===== config.mk =====
export PLATFORM = sky130hd
export DESIGN_NAME = serial_paralelo_rx
export DESIGN_NICKNAME = d
export VERILOG_FILES = /design/src/rtl/serial_paralelo_rx.sv
export SDC_FILE = /design/constraint.sdc
export NUM_CORES = 1
export LEC_CHECK = 0
export BUFFER_PORTS_ARGS = -buffer_cell sky130_fd_sc_hd__clkbuf_2
export CAP_MARGIN = 20
export CORE_MARGIN = 3
export CORE_UTILIZATION = 25
export DETAILED_ROUTE_END_ITERATION = 12
export GPL_ROUTABILITY_DRIVEN = 1
export PLACE_DENSITY = 0.51
export RECOVER_POWER = 25
export SLEW_MARGIN = 15
export SYNTH_ARGS = -nofsm -noshare
export SYNTH_HDL_FRONTEND = slang
export SYNTH_SLANG_ARGS = --single-unit

===== constraint.sdc =====
create_clock -name clk_32f -period 2.35 [get_ports clk_32f]
set_input_delay 0.1175 -clock clk_32f [delete_from_list [all_inputs] [get_ports clk_32f]]
set_output_delay 0.1175 -clock clk_32f [all_outputs]
set_load 0.03 [all_outputs]

===== src/rtl/serial_paralelo_rx.sv =====
// Serial-to-parallel receiver: MSB-first bit stream, comma-based byte alignment,
// one byte presented every 8 clk_32f edges once lock is declared.
module serial_paralelo_rx #(
  parameter logic [7:0] COM_SYMBOL = 8'hBC,
  parameter int         COM_COUNT  = 4
) (
  input  logic       clk_32f,
  input  logic       reset,
  input  logic       data_in,
  output logic [7:0] data_out,
  output logic       valid_out,
  output logic       active
);

  typedef enum logic [1:0] {SEARCH, ALIGN, LOCKED} state_t;

  localparam logic [3:0] COM_COUNT_L = 4'(COM_COUNT);

  state_t     state;
  logic [6:0] sr;
  logic [2:0] bit_cnt;
  logic [3:0] com_cnt;
  logic [7:0] w;
  logic [3:0] com_nxt;
  logic       boundary;
  logic       is_comma;

  // Window is the byte completed by the bit arriving on this edge.
  assign w        = {sr, data_in};
  assign com_nxt  = com_cnt + 4'd1;
  assign boundary = (bit_cnt == 3'd7);
  assign is_comma = (w == COM_SYMBOL);

  always_ff @(posedge clk_32f or negedge reset) begin
    if (!reset) begin
      state     <= SEARCH;
      sr        <= '0;
      bit_cnt   <= '0;
      com_cnt   <= '0;
      data_out  <= 8'h00;
      valid_out <= 1'b0;
      active    <= 1'b0;
    end else begin
      sr <= w[6:0];
      case (state)
        SEARCH: begin
          if (is_comma) begin
            state   <= ALIGN;
            com_cnt <= 4'd1;
            bit_cnt <= 3'd0;
          end
        end
        ALIGN: begin
          bit_cnt <= bit_cnt + 3'd1;
          if (boundary) begin
            if (is_comma) begin
              com_cnt <= com_nxt;
              if (com_nxt == COM_COUNT_L) begin
                state  <= LOCKED;
                active <= 1'b1;
              end
            end else begin
              // A broken comma run restarts the sliding search on the next edge.
              state   <= SEARCH;
              com_cnt <= 4'd0;
            end
          end
        end
        LOCKED: begin
          bit_cnt <= bit_cnt + 3'd1;
          if (boundary) begin
            data_out  <= w;
            valid_out <= !is_comma;
          end
        end
        default: state <= SEARCH;
      endcase
    end
  end

endmodule


==> results of run 1 <==
## state kept, by name (all words and copies together), names as in the netlist
signal     flops
data_out       8
state          2
valid_out      1
sr             7
bit_cnt        3
active         1
com_cnt        4
## critical path, cell delays in order
cell and delay [ns]:
sky130_fd_sc_hd__dlygate4sd3_1 0.54, sky130_fd_sc_hd__clkbuf_1 0.12, sky130_fd_sc_hd__or4b_4 0.53, sky130_fd_sc_hd__o21ai_2 0.23, sky130_fd_sc_hd__and2b_2 0.23, sky130_fd_sc_hd__mux2_1 0.33
## power by group through the flow
stage | combinational [W] | clock, W | sequential [W]
floorplan | 0.0000602 | 0 | 0.000498
global placement | 0.0000857 | 0 | 0.000500
detailed placement | 0.0000915 | 0 | 0.000502
CTS | 0.0000934 | 0.000378 | 0.000495
global route | 0.000106 | 0.000402 | 0.000500
finish | 0.0000906 | 0.000369 | 0.000495
## kinds of logic (layout without fill, tap and decap cells)
group / after synthesis / after routing / synth area share, %
fa+ha+maj: 8 / 8 / 8.351
simple gates: 18 / 18 / 9.917
mux: 11 / 11 / 10.13
compound gates: 24 / 24 / 14.82
buf+inv: 8 / 25 / 2.505
flops: 26 / 26 / 54.28
## metrics by stage
step	setup slack, ns	instance area [um2]	util, %
CTS	0.4165	1411	31.33
global placement	0.5326	1320	29.31
global route	0.3990	1408	31.25
floorplan	0.5957	1199	-
detailed placement	0.4847	1320	29.31
finish	0.4130	1408	31.25
## area by class of cell
cell class	instances	area, um2
timing repair buffer	14	76.32
clock inverter	1	30.03
inverter	7	26.28
tap	52	65.06
multi-input combinational	61	518.0
clock buffer	3	41.29
sequential	26	650.6
fill	456	3097
## placed cells by master, fill, tap and decap left out, types with 2 or more instances in the layout
master	netlist	routed
sky130_fd_sc_hd__a22o_1	4	4
sky130_fd_sc_hd__inv_1	7	7
sky130_fd_sc_hd__o2bb2ai_1	2	2
sky130_fd_sc_hd__nand2_1	5	5
sky130_fd_sc_hd__mux2_2	8	8
sky130_fd_sc_hd__dfrtp_1	26	26
sky130_fd_sc_hd__mux2i_1	2	2
sky130_fd_sc_hd__a21oi_1	4	4
sky130_fd_sc_hd__o31ai_1	3	3
sky130_fd_sc_hd__clkbuf_8	0	3
sky130_fd_sc_hd__clkbuf_1	1	3
sky130_fd_sc_hd__ha_1	8	8
sky130_fd_sc_hd__clkbuf_2	0	9
sky130_fd_sc_hd__nor2b_1	3	3
sky130_fd_sc_hd__a21o_1	2	2
sky130_fd_sc_hd__dlygate4sd3_1	0	2
## layer usage
| metal | wire length (um) | global-route usage [%] | part of all wire [%] | vias to the layer above |
|---|---|---|---|---|
| met3 | 84 | 1.335 | 3.7 | 4 |
| met2 | 1036 | 13.54 | 46 | 19 |
| li1 | - | - | - | 384 |
| met4 | 52 | 5.049 | 2.3 | 0 |
| met5 | 0 | 0 | 0 | - |
| met1 | 1078 | 12.59 | 48 | 405 |
## final timing paths
kind	from	slack, ns	end
min in group asynchronous	reset	0.69	com_cnt[1]$_DFFE_PN0P_
max in group asynchronous	reset	0.86	sr[2]$_DFF_PN0_
worst min register to register	sr[5]$_DFF_PN0_	0.40	sr[6]$_DFF_PN0_
worst max register to register	sr[0]$_DFF_PN0_	0.47	bit_cnt[0]$_DFFE_PN0P_
worst max-delay path	data_in	0.41	bit_cnt[0]$_DFFE_PN0P_
worst min-delay path	sr[5]$_DFF_PN0_	0.40	sr[6]$_DFF_PN0_
==> summary.txt, run 1 <==
Global route
  – Overall Global Routing Usage: 9.078%
  – Overflow left after global routing: 0
  – Number of antenna violations at the first check in global routing: 0
  – Via count of the first global-routing pass: 829
  – Maximum number of pins on one net before global-route repair: 27
  – First-pass GRT wire length: 3864 um

STA
  – Peak clock frequency supported by timing: ~0.52 GHz
  – Count of final max-slew check failures: 0
  – Share of the cycle needed by the critical path after routing: roughly 80%
  – Max transition margin: under 10%
  – Maximum clock skew at final layout: slightly below 0.004 ns
  – Final critical-path required period: 1.937 ns
  – Final-report hold violation count: 0
  – Final setup violation count: 0
  – Transition time at the pin with the least slew margin: 1.374 ns
  – Setup TNS: 0 ns
  – Unrepaired setup endpoints after global routing: false
  – Hold WS: between 0.4 and 0.5 ns

Setup path
  – Worst r2r path cells: 4
  – Worst Setup End Kind: flop
  – Top fanout value on the critical path: 5
  – Required time at the endpoint of the critical path: 2.50 ns
  – Critical Path Start Type: input pin
  – Worst Path Arrival: 2.09 ns
  – Crit Path Class: in -> reg

Finish
  – Layout area overhead: 17.43%
  – Final Non-Filler Cells: 164
  – Fraction of layout instances using a drive strength above 1: a little under a quarter
  – Fin nets: 124
  – Count of antenna diodes in the layout: 0

Synth
  – Predominant post-synthesis flop cell: sky130_fd_sc_hd__dfrtp_1
  – Dominant cell by count in the synthesized netlist: sky130_fd_sc_hd__dfrtp_1
  – Yosys synthesis warning count: 0
  – Mean cell area of the mapped netlist: roughly 13 um2
  – Share of the synthesized area in the top cell type: a little over half
  – Leading post-synthesis cells by instance count: sky130_fd_sc_hd__dfrtp_1 (26), sky130_fd_sc_hd__ha_1 (8), sky130_fd_sc_hd__mux2_2 (8)
  – Post-synthesis cell type with the largest combined area: sky130_fd_sc_hd__dfrtp_1
  – Synth unique cells: 33
  – Number of instances in the synthesized netlist: 95
  – Number of enable flip-flop cells after synthesis: 0
  – Synthesis-stage register bit count: 26
  – Synthesized netlist net count: around 110
  – Fraction of the yosys area taken by sequential cells: 54.28%
  – Cell area after technology mapping: 1199 um2
  – Async SR Flop Fraction: 100.0%
  – Synth top area cells: sky130_fd_sc_hd__dfrtp_1 (54%), sky130_fd_sc_hd__ha_1 (8.4%), sky130_fd_sc_hd__mux2_2 (7.5%)

Flow run
  – Max Cap Viol: 0

Place
  – Count of buffers from port buffering: 12
  – Number of instances in the placed design: 158
  – Placer Congestion: 0.7771
  – HPWL after detailed placement: 1697 um

Clock tree
  – Post-CTS sizing: 0
  – Number of hold buffers added after cts: 2
  – Clock root buffer: sky130_fd_sc_hd__clkbuf_8
  – Number of H-tree levels: 1
  – CTS tree: done
  – Sinks on Clock Net: 26
  – Clock transition at the registers of the reported paths: 0.09 ns
  – Clock latency of the later-clocked register in the worst-skew pair: 0.27 ns
  – Clock tree buffer depth: 2
  – Number of buffers inserted by post-CTS setup repair: 0
  – TritonCTS buffer count: 3

Floorplan
  – Core box area: 4504 um2
  – Vert. Die Dim: about 75 um
  – Starting density of the core: about a quarter
  – Total Die Area: 5662 um2
  – Count of boundary I/O pins: 13
  – Cell Rows: 24
  – Floorplan die width: 75.25 um

Power
  – Psw: approximately 0.00022 W
  – Pwr dens: 678.3 nW/um2
  – Power after layout: 0.0009548 W
  – Switching fraction of total power: 22.76%
  – Comb power frac: 9.5%
  – Maximum VDD drop: 0.2119 mV
  – Total leakage power: 0.6556 nW
  – Relative contribution of the clock network to total power: 38.7%
  – Relative contribution of sequential cells to total power: 51.8%
  – Pint: about 0.00074 W

Outcome
  – Result of the run: complete, no violations

Route
  – Number of nets with antenna violations after routing: 0
  – Overall via count from detail_route: 812
  – Total wire length after detailed routing: 2251 um
  – Post-detailed-route wirelength per cell: 13.73 um
  – Starting DRT DRC Count: 16
  – Post-DR vias/cell: approximately 5.0
  – Total DRC errors in the routed layout: 0
  – Detailed-routing iteration count for the pre-antenna-repair pass: 4

Hold path
  – Cells on Worst Hold Path: 0
  – Class of the most critical hold timing path: reg -> reg
No activity file was read; power rests on OpenSTA's default activity.
==> run 2, diff against run 1 <==
--- a/config.mk
+++ b/config.mk
@@ -5,6 +5,7 @@
 export SDC_FILE = /design/constraint.sdc
 export NUM_CORES = 1
 export LEC_CHECK = 0
+export ABC_AREA = 1
 export BUFFER_PORTS_ARGS = -buffer_cell sky130_fd_sc_hd__clkbuf_2
 export CAP_MARGIN = 20
 export CORE_MARGIN = 3
==> constraint.sdc (replaced) <==
create_clock -name clk_32f -period 1.8 [get_ports clk_32f]
set_input_delay 0.09 -clock clk_32f [delete_from_list [all_inputs] [get_ports clk_32f]]
set_output_delay 0.09 -clock clk_32f [all_outputs]
set_load 0.03 [all_outputs]
==> summary.txt, run 2 <==
Route
  – Post-DR vias/cell: 4.237 (-14%)
  – Total DRC errors in the routed layout: 0 (unchanged)
  – Starting DRT DRC Count: 24 (+8)
  – Detailed-routing iteration count for the pre-antenna-repair pass: 4 (unchanged)
  – Total wire length after detailed routing: 2086 um (-7.3%)
  – Overall via count from detail_route: 788 (-3.0%)
  – Post-detailed-route wirelength per cell: 11.22 um (-18%)
  – Number of nets with antenna violations after routing: 0 (unchanged)

Power
  – Comb power frac: 23.9% (+14 points)
  – Pwr dens: 1105 nW/um2 (+63%)
  – Psw: 0.0004752 W (+120%)
  – Relative contribution of the clock network to total power: 31.2% (-7.5 points)
  – Power after layout: 0.001542 W (+61%)
  – Relative contribution of sequential cells to total power: 44.9% (-6.9 points)
  – Pint: 0.001067 W (+45%)
  – Switching fraction of total power: 30.82% (+8.1 points)
  – Maximum VDD drop: 0.5646 mV (+170%)
  – Total leakage power: 0.7288 nW (+11%)

Place
  – Placer Congestion: 0.7354 (-5.4%)
  – HPWL after detailed placement: 1636 um (-3.6%)
  – Count of buffers from port buffering: 12 (unchanged)
  – Number of instances in the placed design: 180 (+14%)

Floorplan
  – Total Die Area: 5602 um2 (-1.1%)
  – Core box area: 4474 um2 (-0.67%)
  – Floorplan die width: 74.85 um (-0.53%)
  – Starting density of the core: 26.48% (-0.13 points)
  – Vert. Die Dim: 74.85 um (-0.53%)
  – Count of boundary I/O pins: 13 (unchanged)
  – Cell Rows: 24 (unchanged)

Synth
  – Mean cell area of the mapped netlist: 10.13 um2 (-20%)
  – Leading post-synthesis cells by instance count: sky130_fd_sc_hd__nand2_1 (34), sky130_fd_sc_hd__dfrtp_1 (26), sky130_fd_sc_hd__inv_1 (10)
  – Post-synthesis cell type with the largest combined area: sky130_fd_sc_hd__dfrtp_1
  – Synthesized netlist net count: 128 (+21%)
  – Fraction of the yosys area taken by sequential cells: 54.91% (+0.63 points)
  – Cell area after technology mapping: 1185 um2 (-1.1%)
  – Number of instances in the synthesized netlist: 117 (+23%)
  – Yosys synthesis warning count: 0 (unchanged)
  – Number of enable flip-flop cells after synthesis: 0 (unchanged)
  – Synthesis-stage register bit count: 26 (unchanged)
  – Synth unique cells: 20 (-39%)
  – Dominant cell by count in the synthesized netlist: sky130_fd_sc_hd__nand2_1
  – Predominant post-synthesis flop cell: sky130_fd_sc_hd__dfrtp_1
  – Share of the synthesized area in the top cell type: 54.91% (+0.63 points)
  – Synth top area cells: sky130_fd_sc_hd__dfrtp_1 (55%), sky130_fd_sc_hd__nand2_1 (11%), sky130_fd_sc_hd__ha_1 (8.4%)
  – Async SR Flop Fraction: 100.0% (unchanged)

STA
  – Final critical-path required period: roughly 1.6 ns
  – Count of final max-slew check failures: 0 (unchanged)
  – Peak clock frequency supported by timing: approximately 0.61 GHz
  – Unrepaired setup endpoints after global routing: false
  – Setup TNS: 0 ns (unchanged)
  – Max transition margin: 57.35% (+49 points)
  – Share of the cycle needed by the critical path after routing: 90.94%
  – Hold WS: 0.3660 ns (-0.03705 ns)
  – Final-report hold violation count: 0 (unchanged)
  – Transition time at the pin with the least slew margin: 0.6398 ns (-0.7339 ns)
  – Final setup violation count: 0 (unchanged)
  – Maximum clock skew at final layout: 0.004290 ns (+0.0003697 ns)

Clock tree
  – TritonCTS buffer count: 3 (unchanged)
  – Clock latency of the later-clocked register in the worst-skew pair: 0.27 ns (about the same)
  – CTS tree: done
  – Clock transition at the registers of the reported paths: 0.09 ns (about the same)
  – Number of H-tree levels: 1 (unchanged)
  – Number of buffers inserted by post-CTS setup repair: 0 (unchanged)
  – Clock tree buffer depth: 2 (unchanged)
  – Sinks on Clock Net: 26 (unchanged)
  – Clock root buffer: sky130_fd_sc_hd__clkbuf_8

Global route
  – Number of antenna violations at the first check in global routing: 0 (unchanged)
  – Via count of the first global-routing pass: 828 (-0.12%)
  – Overflow left after global routing: 0 (unchanged)
  – First-pass GRT wire length: 3808 um (-1.4%)
  – Maximum number of pins on one net before global-route repair: 27 (unchanged)
  – Overall Global Routing Usage: 8.750% (-0.33 points)

Flow run
  – Max Cap Viol: 0 (unchanged)

Setup path
  – Crit Path Class: reg -> reg
  – Worst-case register-to-register setup slack: 0.16 ns (-0.31 ns)
  – Top fanout value on the critical path: 12 (+7)
  – Required time at the endpoint of the critical path: 1.96 ns (-0.54 ns)
  – Worst Setup End Kind: flop
  – Critical Path Start Type: flop
  – Worst Path Arrival: 1.80 ns (-0.29 ns)

Hold path
  – Class of the most critical hold timing path: in -> async

Outcome
  – Result of the run: complete, no violations

Finish
  – Largest Register: data_out
  – Final Non-Filler Cells: 186 (+13%)
  – Most frequent cells in the layout: sky130_fd_sc_hd__nand2_1 (34), sky130_fd_sc_hd__dfrtp_1 (26), sky130_fd_sc_hd__clkbuf_2 (11)
  – Biggest regs: data_out x8, sr x7, com_cnt x4
  – Layout area overhead: 17.74%
  – Number of flip-flops in the largest register: 8 (unchanged)
  – Count of antenna diodes in the layout: 0 (unchanged)
  – Fin nets: 146 (+18%)
  – Total of fill cells in the finished design: 464 (+1.8%)
  – Fraction of layout instances using a drive strength above 1: 20.90% (-2.3 points)
  – Most frequent standard cell in the layout excluding fill and tap cells: sky130_fd_sc_hd__nand2_1
-- run 2: final timing paths --
kind                                        start                       to  cells after the start
setup reg to reg           bit_cnt[0]$_DFFE_PN0P_  data_out[4]$_DFFE_PN0P_                      4
hold / removal                              reset          sr[0]$_DFF_PN0_                      2
setup / recovery           bit_cnt[0]$_DFFE_PN0P_  data_out[4]$_DFFE_PN0P_                      4
min in group clk_32f              sr[5]$_DFF_PN0_          sr[6]$_DFF_PN0_                      0
max in group asynchronous                   reset   com_cnt[0]$_DFFE_PN0P_                      2
hold reg to reg                   sr[5]$_DFF_PN0_          sr[6]$_DFF_PN0_                      0
-- run 2: final cells by class --
type / instances / area [um2] / share of cell area, %
sequential: 26 / 650.6 / 46.64
multi-input combinational: 78 / 484.2 / 34.71
timing repair buffer: 14 / 78.83 / 5.650
tap: 52 / 65.06 / 4.664
inverter: 12 / 45.04 / 3.229
clock buffer: 3 / 41.29 / 2.960
clock inverter: 1 / 30.03 / 2.152
-- run 2: worst max-delay path, cell delays in order (launching register included) --
cell and delay, ns:
sky130_fd_sc_hd__dfrtp_1 0.41, sky130_fd_sc_hd__ha_1 0.20, sky130_fd_sc_hd__ha_1 0.20, sky130_fd_sc_hd__nand2_1 0.33, sky130_fd_sc_hd__mux2_2 0.38
-- run 2: metrics by stage --
| step | utilization (%) | worst slack [ns] | area (um2) |
|---|---|---|---|
| floorplan | - | 0.2898 | 1185 |
| global placement | 29.17 | 0.2014 | 1305 |
| detailed placement | 29.17 | 0.1554 | 1305 |
| CTS | 31.21 | 0.1508 | 1396 |
| global route | 31.18 | 0.04262 | 1395 |
| finish | 31.18 | 0.1631 | 1395 |
-- run 2: layer usage --
metal / GRT usage [%] / vias up / share of wire, %
li1: - / 398 / -
met1: 11.22 / 379 / 48
met2: 14.12 / 7 / 48
met3: 1.869 / 4 / 2.6
met4: 3.953 / 0 / 1.6
met5: 0 / - / 0
-- run 2: power groups by stage --
stage               Combinational (W)  Clock (W)  Sequential, W
finish                       0.000368   0.000481       0.000693
global route                 0.000425   0.000522       0.000701
CTS                          0.000376   0.000500       0.000691
detailed placement           0.000372          0       0.000703
global placement             0.000353          0       0.000698
floorplan                    0.000298          0       0.000690
-- run 2: repair_timing --
action                                  4_1_cts  5_1_grt
hold buffers                                  2        0
hold endpoints to repair                     27        0
endpoints found under the setup margin        0        0
resized for setup                             0        0
-- run 2: cell families (layout without fill, tap and decap cells) --
| family | count (synthesis) | in the layout | synth area share (%) |
|---|---|---|---|
| AND/OR/NAND/NOR | 56 | 56 | 22.49 |
| flip-flops | 26 | 26 | 54.91 |
| buffers and inverters | 13 | 30 | 4.224 |
| adder cells (fa/ha/maj) | 8 | 8 | 8.448 |
| AO/OA/AOI/OAI | 6 | 6 | 2.745 |
| multiplexers | 6 | 6 | 5.702 |
| XOR/XNOR | 2 | 2 | 1.479 |
